[config.mk]
export PLATFORM = sky130hd
export DESIGN_NAME = equiv_sweep_ctrl
export DESIGN_NICKNAME = d
export VERILOG_FILES = /design/src/rtl/equiv_sweep_ctrl.sv
export SDC_FILE = /design/constraint.sdc
export NUM_CORES = 1
export LEC_CHECK = 0
export CAP_MARGIN = 10
export CORE_MARGIN = 2
export CORE_UTILIZATION = 42
export DETAILED_ROUTE_END_ITERATION = 16
export HOLD_SLACK_MARGIN = 0.08
export PLACE_DENSITY = 0.82
export SLEW_MARGIN = 30
export SYNTH_ARGS = -nofsm -noshare
export SYNTH_HDL_FRONTEND = slang
export SYNTH_SLANG_ARGS = --single-unit
[constraint.sdc]
create_clock -name clk -period 1.53 [get_ports clk]
set_clock_uncertainty 0.2 [all_clocks]
set_input_delay 0.153 -clock clk [delete_from_list [all_inputs] [get_ports clk]]
set_output_delay 0.153 -clock clk [all_outputs]
set_load 0.05 [all_outputs]
[src/rtl/equiv_sweep_ctrl.sv]
// equiv_sweep_ctrl: sweeps a shared input vector through a golden and a
// revised combinational netlist, compares their outputs after a settle
// interval, captures the first mismatch and reports a pass/fail verdict.
//
// Handshake: start is a one-cycle request, accepted only in IDLE or in a
// DONE cycle after the done pulse. busy rises the cycle after acceptance and
// falls together with the one-cycle done pulse. Requests while busy, or in the
// done-pulse cycle, are dropped.
module equiv_sweep_ctrl #(
    parameter int N_IN   = 2,
    parameter int N_OUT  = 2,
    parameter int SETTLE = 1
) (
    input  logic             clk,
    input  logic             rst_n,
    input  logic             start,
    input  logic             stop_on_fail,
    output logic [N_IN-1:0]  vec_out,
    input  logic [N_OUT-1:0] golden_o,
    input  logic [N_OUT-1:0] revised_o,
    output logic             busy,
    output logic             done,
    output logic             equiv,
    output logic [N_IN-1:0]  fail_vec,
    output logic [N_OUT-1:0] fail_diff,
    output logic [N_IN:0]    vec_count
);

    // Settle counter holds SETTLE-1 down to 0; at least one bit wide.
    localparam int CW = (SETTLE > 1) ? $clog2(SETTLE) : 1;
    localparam logic [CW-1:0]   SETTLE_LOAD = CW'(SETTLE - 1);
    localparam logic [CW-1:0]   CNT_ONE     = CW'(1);
    localparam logic [N_IN:0]   VC_ONE      = (N_IN + 1)'(1);
    localparam logic [N_IN-1:0] VEC_ONE     = N_IN'(1);

    typedef enum logic [1:0] {
        ST_IDLE = 2'd0,
        ST_WAIT = 2'd1,
        ST_CMP  = 2'd2,
        ST_DONE = 2'd3
    } state_t;

    state_t        state;
    state_t        state_nxt;
    logic [CW-1:0] settle_cnt;
    logic          stop_latched;

    logic          mismatch;
    logic          last_vec;
    logic          accept;
    logic          compare;
    logic          finish;

    assign mismatch = (golden_o != revised_o);
    assign last_vec = &vec_out;

    // State register.
    always_ff @(posedge clk or negedge rst_n) begin
        if (!rst_n) begin
            state <= ST_IDLE;
        end else begin
            state <= state_nxt;
        end
    end

    // Next-state selection.
    always_comb begin
        state_nxt = state;
        case (state)
            ST_IDLE, ST_DONE: if (accept) state_nxt = ST_WAIT;
            ST_WAIT:          if (settle_cnt == '0) state_nxt = ST_CMP;
            ST_CMP:           state_nxt = finish ? ST_DONE : ST_WAIT;
            default:          state_nxt = ST_IDLE;
        endcase
    end

    // Per-state action decode; the done-pulse cycle blocks a restart.
    always_comb begin
        accept  = 1'b0;
        compare = 1'b0;
        finish  = 1'b0;
        case (state)
            ST_IDLE: accept = start;
            ST_DONE: accept = start && !done;
            ST_CMP: begin
                compare = 1'b1;
                finish  = (mismatch && stop_latched) || last_vec;
            end
            default: ;
        endcase
    end

    // Registered outputs, settle counter and first-mismatch capture.
    always_ff @(posedge clk or negedge rst_n) begin
        if (!rst_n) begin
            vec_out      <= '0;
            busy         <= 1'b0;
            done         <= 1'b0;
            equiv        <= 1'b1;
            fail_vec     <= '0;
            fail_diff    <= '0;
            vec_count    <= '0;
            settle_cnt   <= '0;
            stop_latched <= 1'b0;
        end else begin
            done <= 1'b0;
            if (accept) begin
                vec_out      <= '0;
                vec_count    <= '0;
                equiv        <= 1'b1;
                fail_vec     <= '0;
                fail_diff    <= '0;
                stop_latched <= stop_on_fail;
                settle_cnt   <= SETTLE_LOAD;
                busy         <= 1'b1;
            end
            if (state == ST_WAIT && settle_cnt != '0) begin
                settle_cnt <= settle_cnt - CNT_ONE;
            end
            if (compare) begin
                vec_count <= vec_count + VC_ONE;
                if (mismatch && equiv) begin
                    equiv     <= 1'b0;
                    fail_vec  <= vec_out;
                    fail_diff <= golden_o ^ revised_o;
                end
                if (finish) begin
                    done <= 1'b1;
                    busy <= 1'b0;
                end else begin
                    vec_out    <= vec_out + VEC_ONE;
                    settle_cnt <= SETTLE_LOAD;
                end
            end
        end
    end

endmodule

==> run metrics, run 1 <==
Hold WC Path Type input pin to register; worst vdd ir 1590 µV; I/O pins 20; R2R setup slack -0.1 ns; TritonCTS clock tree done; Final #Nets 131; EDFF count, synth 0; Arr. time, crit path ~1.7 ns; grt met3 use ~5.0%; sequential-to-total area share from yosys stat 50.8%; gpl congestion roughly 0.75; Most Crowded Layer GR met2; final setup fails 14; Reg2Reg Depth 5; Post-Synth Simple-Gate Area roughly 14%; wire per inst approximately 17 µm; slowest CP cell dfrtp_1; xor/xnor cell area share of the yosys netlist under 10%; distinct cell type count after synthesis 25; Final Hold Viols 0; Vias about 720; PnR worst setup slack -0.0993 ns; die height about 47 µm; slew margin rel. approximately 77%; count of input and output buffers 19; Avg Synthesized Cell Area approximately 11 µm²; worst path cell trace inv_2, ha_2, inv_1, nor3_4, mux2i_1; Final TNS setup -1.03 ns; Leakage between 0.6 and 0.7 nW; Yosys warnings 0; Hold Startpoint stop_on_fail; reg-to-reg startpoint state[0]$_DFFE_PN0P_; Root Driver clkbuf_4; synthesized area roughly 790 µm²; largest family of logic cells by synthesized area simple AND/OR/NAND/NOR gates; DRC viols 0; Worst setup SP type register; critical path class register to register; status finished, violations left; post-synthesis register bit count 16; CP Max Fanout 3; post-layout util approximately 84%; clock-pin slew on the worst setup and hold paths 0.10 ns; number of inserted diodes 0; Starting Density between 40 and 50%; crit path time final 1.63 ns; Main synth FF type dfrtp_1; hold depth 2; Hold Path End stop_latched$_DFFE_PN0P_; Routed Antenna Nets 0; Post-Synth Adder-Cell Area a little under a tenth; multiplexer share of the synthesized area under 10%; RSZ-0062 raised after global routing yes; Critical Path RT ~1.6 ns; initial drt markers 7; Rows 15; Die Wd about 47 µm; GRT Resource Usage Total 22.5%; Num CTS Buffers 3; clk sinks 16; Vias/cell just over 5; Slew @ Worst Pin 0.339 ns; Pwr Density 2350 nW/µm²; DRT Pass-1 Iters 4; vias in the first global route 760; max frequency ~600 MHz; met1 Use GR between 20 and 30%; drt total wl about 2400 µm; crit share post-route 106%; asr flop ratio synth 100%; endpoint of the lowest-slack register-to-register path vec_out[0]$_DFF_PN0_; first-pass GRT wire length between 3000 and 4000 µm; placed wire-length estimate between 1000 and 1500 µm; largest net degree at the start of global routing 17; Syn-to-layout area delta 85.9%; htree depth 1; area of the core around 1700 µm²; initial antenna violation count 0; worst setup path startpoint state[0]$_DFFE_PN0P_; layout cells sized above 1 about 60%; Die Footprint ~2200 µm²; failing checks setup timing; max-cap violations 0; Slew Limit Fails 0; Mapped Nets just under 90; compound-gate portion of the synthesized area roughly 14%; later-pin clock latency in the skew report 0.30 ns; crit end category register; CP max stage delay around 0.44 ns; GR Overflow Total 0; Clock Tree Buf Depth 2; Syn Inst Count 75; met2 usage about two fifths
stage by stage:
| stage | area (µm²) | hold slack (ns) | total power, W | cells | setup WS (ns) |
|---|---|---|---|---|---|
| finish | 1470 | 0.291 | 0.00345 | 141 | -0.0993 |
| detailed placement | 1280 | 0.289 | 0.00273 | 132 | -0.195 |
| global placement | 1280 | 0.282 | 0.00265 | 132 | -0.144 |
| CTS | 1410 | 0.292 | 0.00327 | 140 | -0.0825 |
| global route | 1470 | 0.293 | 0.00361 | 141 | -0.170 |
| floorplan | 850 | -0.343 | 0.00183 | 75 | -0.0206 |
cells by family (layout without fill, tap and decap cells):
family,Yosys count,after routing
AO/OA/AOI/OAI,17,17
XOR/XNOR,3,3
adder cells (fa/ha/maj),6,6
buffers and inverters,7,48
multiplexers,4,4
AND/OR/NAND/NOR,22,22
flip-flops,16,16
power breakdown:
| group | switching [W] | internal [W] | total [W] |
|---|---|---|---|
| registers | 0.000195 | 0.000599 | 0.000795 |
| logic | 0.00118 | 0.00119 | 0.00237 |
| clock network | 0.000146 | 0.000145 | 0.000291 |
sequential cells by signal, summed over array words and instances (netlist names):
register	count
state	2
equiv	1
vec_count	3
fail_diff	2
vec_out	2
stop_latched	1
fail_vec	2
busy	1
done	1
settle_cnt	1
Yosys cell counts (all sizes together) (2+ instances only):
cell | instances | share of area (%)
mux2i | 2 | 2.5
nand2 | 14 | 6.6
o21ai | 8 | 5.5
o22ai | 3 | 2.4
mux2 | 2 | 2.8
nor2b | 2 | 1.6
inv | 6 | 2.8
a21oi | 2 | 1.3
dfrtp | 15 | 47
nor2 | 2 | 0.95
xnor2 | 2 | 2.2
ha | 6 | 9.5
layout by cell type (no fill, tap or decap), drive strengths merged:
cell	instances
a22oi	1
nand2	14
dfrtp	15
buf	30
ha	6
a2bb2oi	1
nor2b	2
nor2	2
dlygate4sd3	1
clkbuf	4
o22ai	3
o31ai	1
mux2i	2
clkdlybuf4s50	7
mux2	2
a21boi	1
xor2	1
nand3	1
inv	6
nor3	1
a21oi	2
nor4bb	1
dfstp	1
or2	1
o21ai	8
xnor2	2
critical path: cells and delay by family, from the launching register on:
family	cells	cell delay [ns]
flops	1	0.44
simple gates	1	0.28
mux	1	0.23
fa+ha+maj	1	0.21
buf+inv	2	0.20
metal layers:
metal / vias up / share of wire (%) / wire (µm)
met5: - / 0 / 0
met4: 0 / 1.6 / 39
met3: 4 / 3.2 / 77
met2: 16 / 59 / 1420
met1: 360 / 36 / 883
li1: 337 / - / -
how the worst max path moves through the flow:
stage / endpoint / slack, ns / cells past startpoint
2_1_floorplan: state[1]$_DFFE_PN0P_ / -0.02 / 6
3_3_place_gp: vec_out[1]$_DFF_PN0_ / -0.14 / 5
3_5_place_dp: vec_out[1]$_DFF_PN0_ / -0.20 / 5
4_1_cts: state[1]$_DFFE_PN0P_ / -0.08 / 6
5_1_grt: vec_out[1]$_DFF_PN0_ / -0.17 / 5
6_report: vec_out[0]$_DFF_PN0_ / -0.1 / 5
final cells by class:
class / count / area [µm²]
Clock buffer: 4 / 36.3
Fill cell: 94 / 275
Inverter: 6 / 22.5
Multi-Input combinational cell: 52 / 504
Sequential cell: 16 / 405
Tap cell: 25 / 31.3
Timing Repair Buffer: 38 / 470
timing repair:
item | CTS | global route
pin swaps | 9 | 4
gates resized for setup | 17 | 13
endpoints found under the hold margin | 15 | 0
buffers inserted | 3 | 1
hold buffers | 1 | 0
endpoints found under the setup margin | 14 | 15
Power figures use the tool's default switching activity.
==> run 2: changes to the inputs <==
--- a/config.mk
+++ b/config.mk
@@ -11,6 +11,7 @@
 export DETAILED_ROUTE_END_ITERATION = 16
 export HOLD_SLACK_MARGIN = 0.08
 export PLACE_DENSITY = 0.82
+export SKIP_LAST_GASP = 1
 export SLEW_MARGIN = 30
 export SYNTH_ARGS = -nofsm -noshare
 export SYNTH_HDL_FRONTEND = slang
==> run metrics, run 2 (synthesis results as in run 1) <==
kind of cell adding the most delay to the critical path flip-flops (unchanged); Leakage 0.653 nW (unchanged); I/O pins 20 (unchanged); later-pin clock latency in the skew report 0.29 ns (was 0.30 ns); count of input and output buffers 19 (unchanged); slowest CP cell dfrtp_1 (unchanged); crit path time final 1.64 ns (was 1.63 ns); max frequency 610 MHz (was 614 MHz); total power 0.00344 W (was 0.00345 W); commonest non-fill, non-tap cell in the layout buf_4 (unchanged); R2R setup slack -0.11 ns (was -0.1 ns); Die Footprint 2250 µm² (unchanged); number of inserted diodes 0 (unchanged); Hold WC Path Type input pin to register (unchanged); Hold Path End stop_latched$_DFFE_PN0P_ (unchanged); Vias/cell 5.18 (was 5.09); layout cells sized above 1 60.3% (unchanged); worst setup path startpoint state[0]$_DFFE_PN0P_ (unchanged); design area 1470 µm² (unchanged); worst vdd ir 1530 µV (was 1590 µV); htree depth 1 (unchanged); slew margin rel. 76.0% (was 77.3%); endpoint of the lowest-slack register-to-register path vec_out[0]$_DFF_PN0_ (unchanged); Vias 730 (was 717); clock-pin slew on the worst setup and hold paths 0.10 ns (about the same); CP Max Fanout 3 (unchanged); Most flops, register vec_count (unchanged); failing checks setup timing (unchanged); Slew @ Worst Pin 0.358 ns (was 0.339 ns); worst path cell trace inv_2, ha_2, inv_1, nor3_4, mux2i_1 (unchanged); Final #Nets 131 (unchanged); crit end category register (unchanged); Worst setup SP type register (unchanged); Multi-input gate area 504 µm² (unchanged); Hold Startpoint stop_on_fail (unchanged); largest net degree at the start of global routing 17 (unchanged); crit share post-route 107% (was 106%); critical path buffer and inverter count 2 (unchanged); final hold slack 0.297 ns (was 0.291 ns); initial drt markers 5 (was 7); TritonCTS clock tree done (unchanged); RSZ-0062 raised after global routing yes (unchanged); Final Hold Viols 0 (unchanged); Slew Limit Fails 0 (unchanged); placed cell areas 1280 µm² (unchanged); Critical Path RT 1.55 ns (about the same); routed wl met3 83 µm (was 77 µm); Met2 Wirelength 1270 µm (was 1420 µm); Root Driver clkbuf_4 (unchanged); area of the core 1750 µm² (unchanged); hold depth 2 (unchanged); DRT Pass-1 Iters 4 (unchanged); Syn-to-layout area delta 85.9% (unchanged); gpl congestion 0.753 (unchanged); Num CTS Buffers 3 (unchanged); Pwr Density 2340 nW/µm² (was 2350 nW/µm²); max reg flops 3 (unchanged); Rows 15 (unchanged); PnR worst setup slack -0.109 ns (was -0.0993 ns); Reg2Reg Depth 5 (unchanged); GRT Resource Usage Total 21.6% (was 22.5%); met1 WL 916 µm (was 883 µm); Die Wd 47.4 µm (unchanged); drt total wl 2370 µm (was 2420 µm); first-pass GRT wire length 3210 µm (was 3360 µm); Layout fillers 100 (was 94); Clock Tree Buf Depth 2 (unchanged); most frequent cells in the layout buf_4, dfrtp_1, buf_12, nand2_1, clkdlybuf4s50_1 (unchanged); Starting Density 45.3% (unchanged); wire per inst 16.8 µm (was 17.2 µm); critical path class register to register (unchanged); GR Overflow Total 0 (unchanged); initial antenna violation count 0 (unchanged); final setup fails 14 (unchanged); vias in the first global route 734 (was 760); DRC viols 0 (unchanged); Routed Antenna Nets 0 (unchanged); die height 47.4 µm (unchanged); status finished, violations left (unchanged); clk sinks 16 (unchanged); placed wire-length estimate 1450 µm (unchanged); Sequential cell area 405 µm² (unchanged); CP max stage delay 0.45 ns (was 0.44 ns); reg-to-reg startpoint state[0]$_DFFE_PN0P_ (unchanged); max-cap violations 0 (unchanged); Arr. time, crit path 1.66 ns (was 1.65 ns); Top Metal Used met4 (unchanged)
## run 2: how the worst max path moves through the flow
stage	to	slack, ns	cells past startpoint
after floorplan	state[1]$_DFFE_PN0P_	-0.02	6
after global placement	vec_out[1]$_DFF_PN0_	-0.14	5
after detailed placement	vec_out[1]$_DFF_PN0_	-0.20	5
after CTS	state[1]$_DFFE_PN0P_	-0.08	6
after global routing	state[0]$_DFFE_PN0P_	-0.20	6
final	vec_out[0]$_DFF_PN0_	-0.11	5
## run 2: where the power goes
part           switching (W)  internal [W]
clock network       0.000145      0.000145
logic                0.00117       0.00119
registers           0.000194      0.000599
## run 2: per-stage QoR
step / setup slack [ns] / cells / utilization (%) / setup TNS, ns
global placement: -0.144 / 132 / 73.6 / -1.10
global route: -0.196 / 141 / 84.2 / -2.15
detailed placement: -0.195 / 132 / 73.6 / -1.97
CTS: -0.0825 / 140 / 79.9 / -0.509
floorplan: -0.0206 / 75 / - / -0.0301
finish: -0.109 / 141 / 84.2 / -1.07
## run 2: worst register-to-register path, delay by kind of cell, from the launching register on
kind	cells	cell delay, ns
buf+inv	2	0.20
fa+ha+maj	1	0.21
flops	1	0.45
simple gates	1	0.28
mux	1	0.23
## run 2: cell type report
type	instances	share of cell area [%]
tap	25	2.13
clock buffer	4	2.47
sequential	16	27.6
multi-input combinational	52	34.3
inverter	6	1.53
timing repair buffer	38	32.0
## run 2: timing repair
item | 4_1_cts | 5_1_grt
hold buffers | 1 | 0
hold endpoints to repair | 15 | 0
resized for setup | 14 | 16
pin swaps | 8 | 5
setup endpoints to repair | 14 | 15
setup buffers | 3 | 1
## run 2: per-layer routing
| layer | vias to the layer above | track usage [%] |
|---|---|---|
| li1 | 342 | - |
| met1 | 355 | 26.8 |
| met2 | 22 | 35.4 |
| met3 | 11 | 5.00 |
| met4 | 0 | 10.0 |
| met5 | - | 0 |
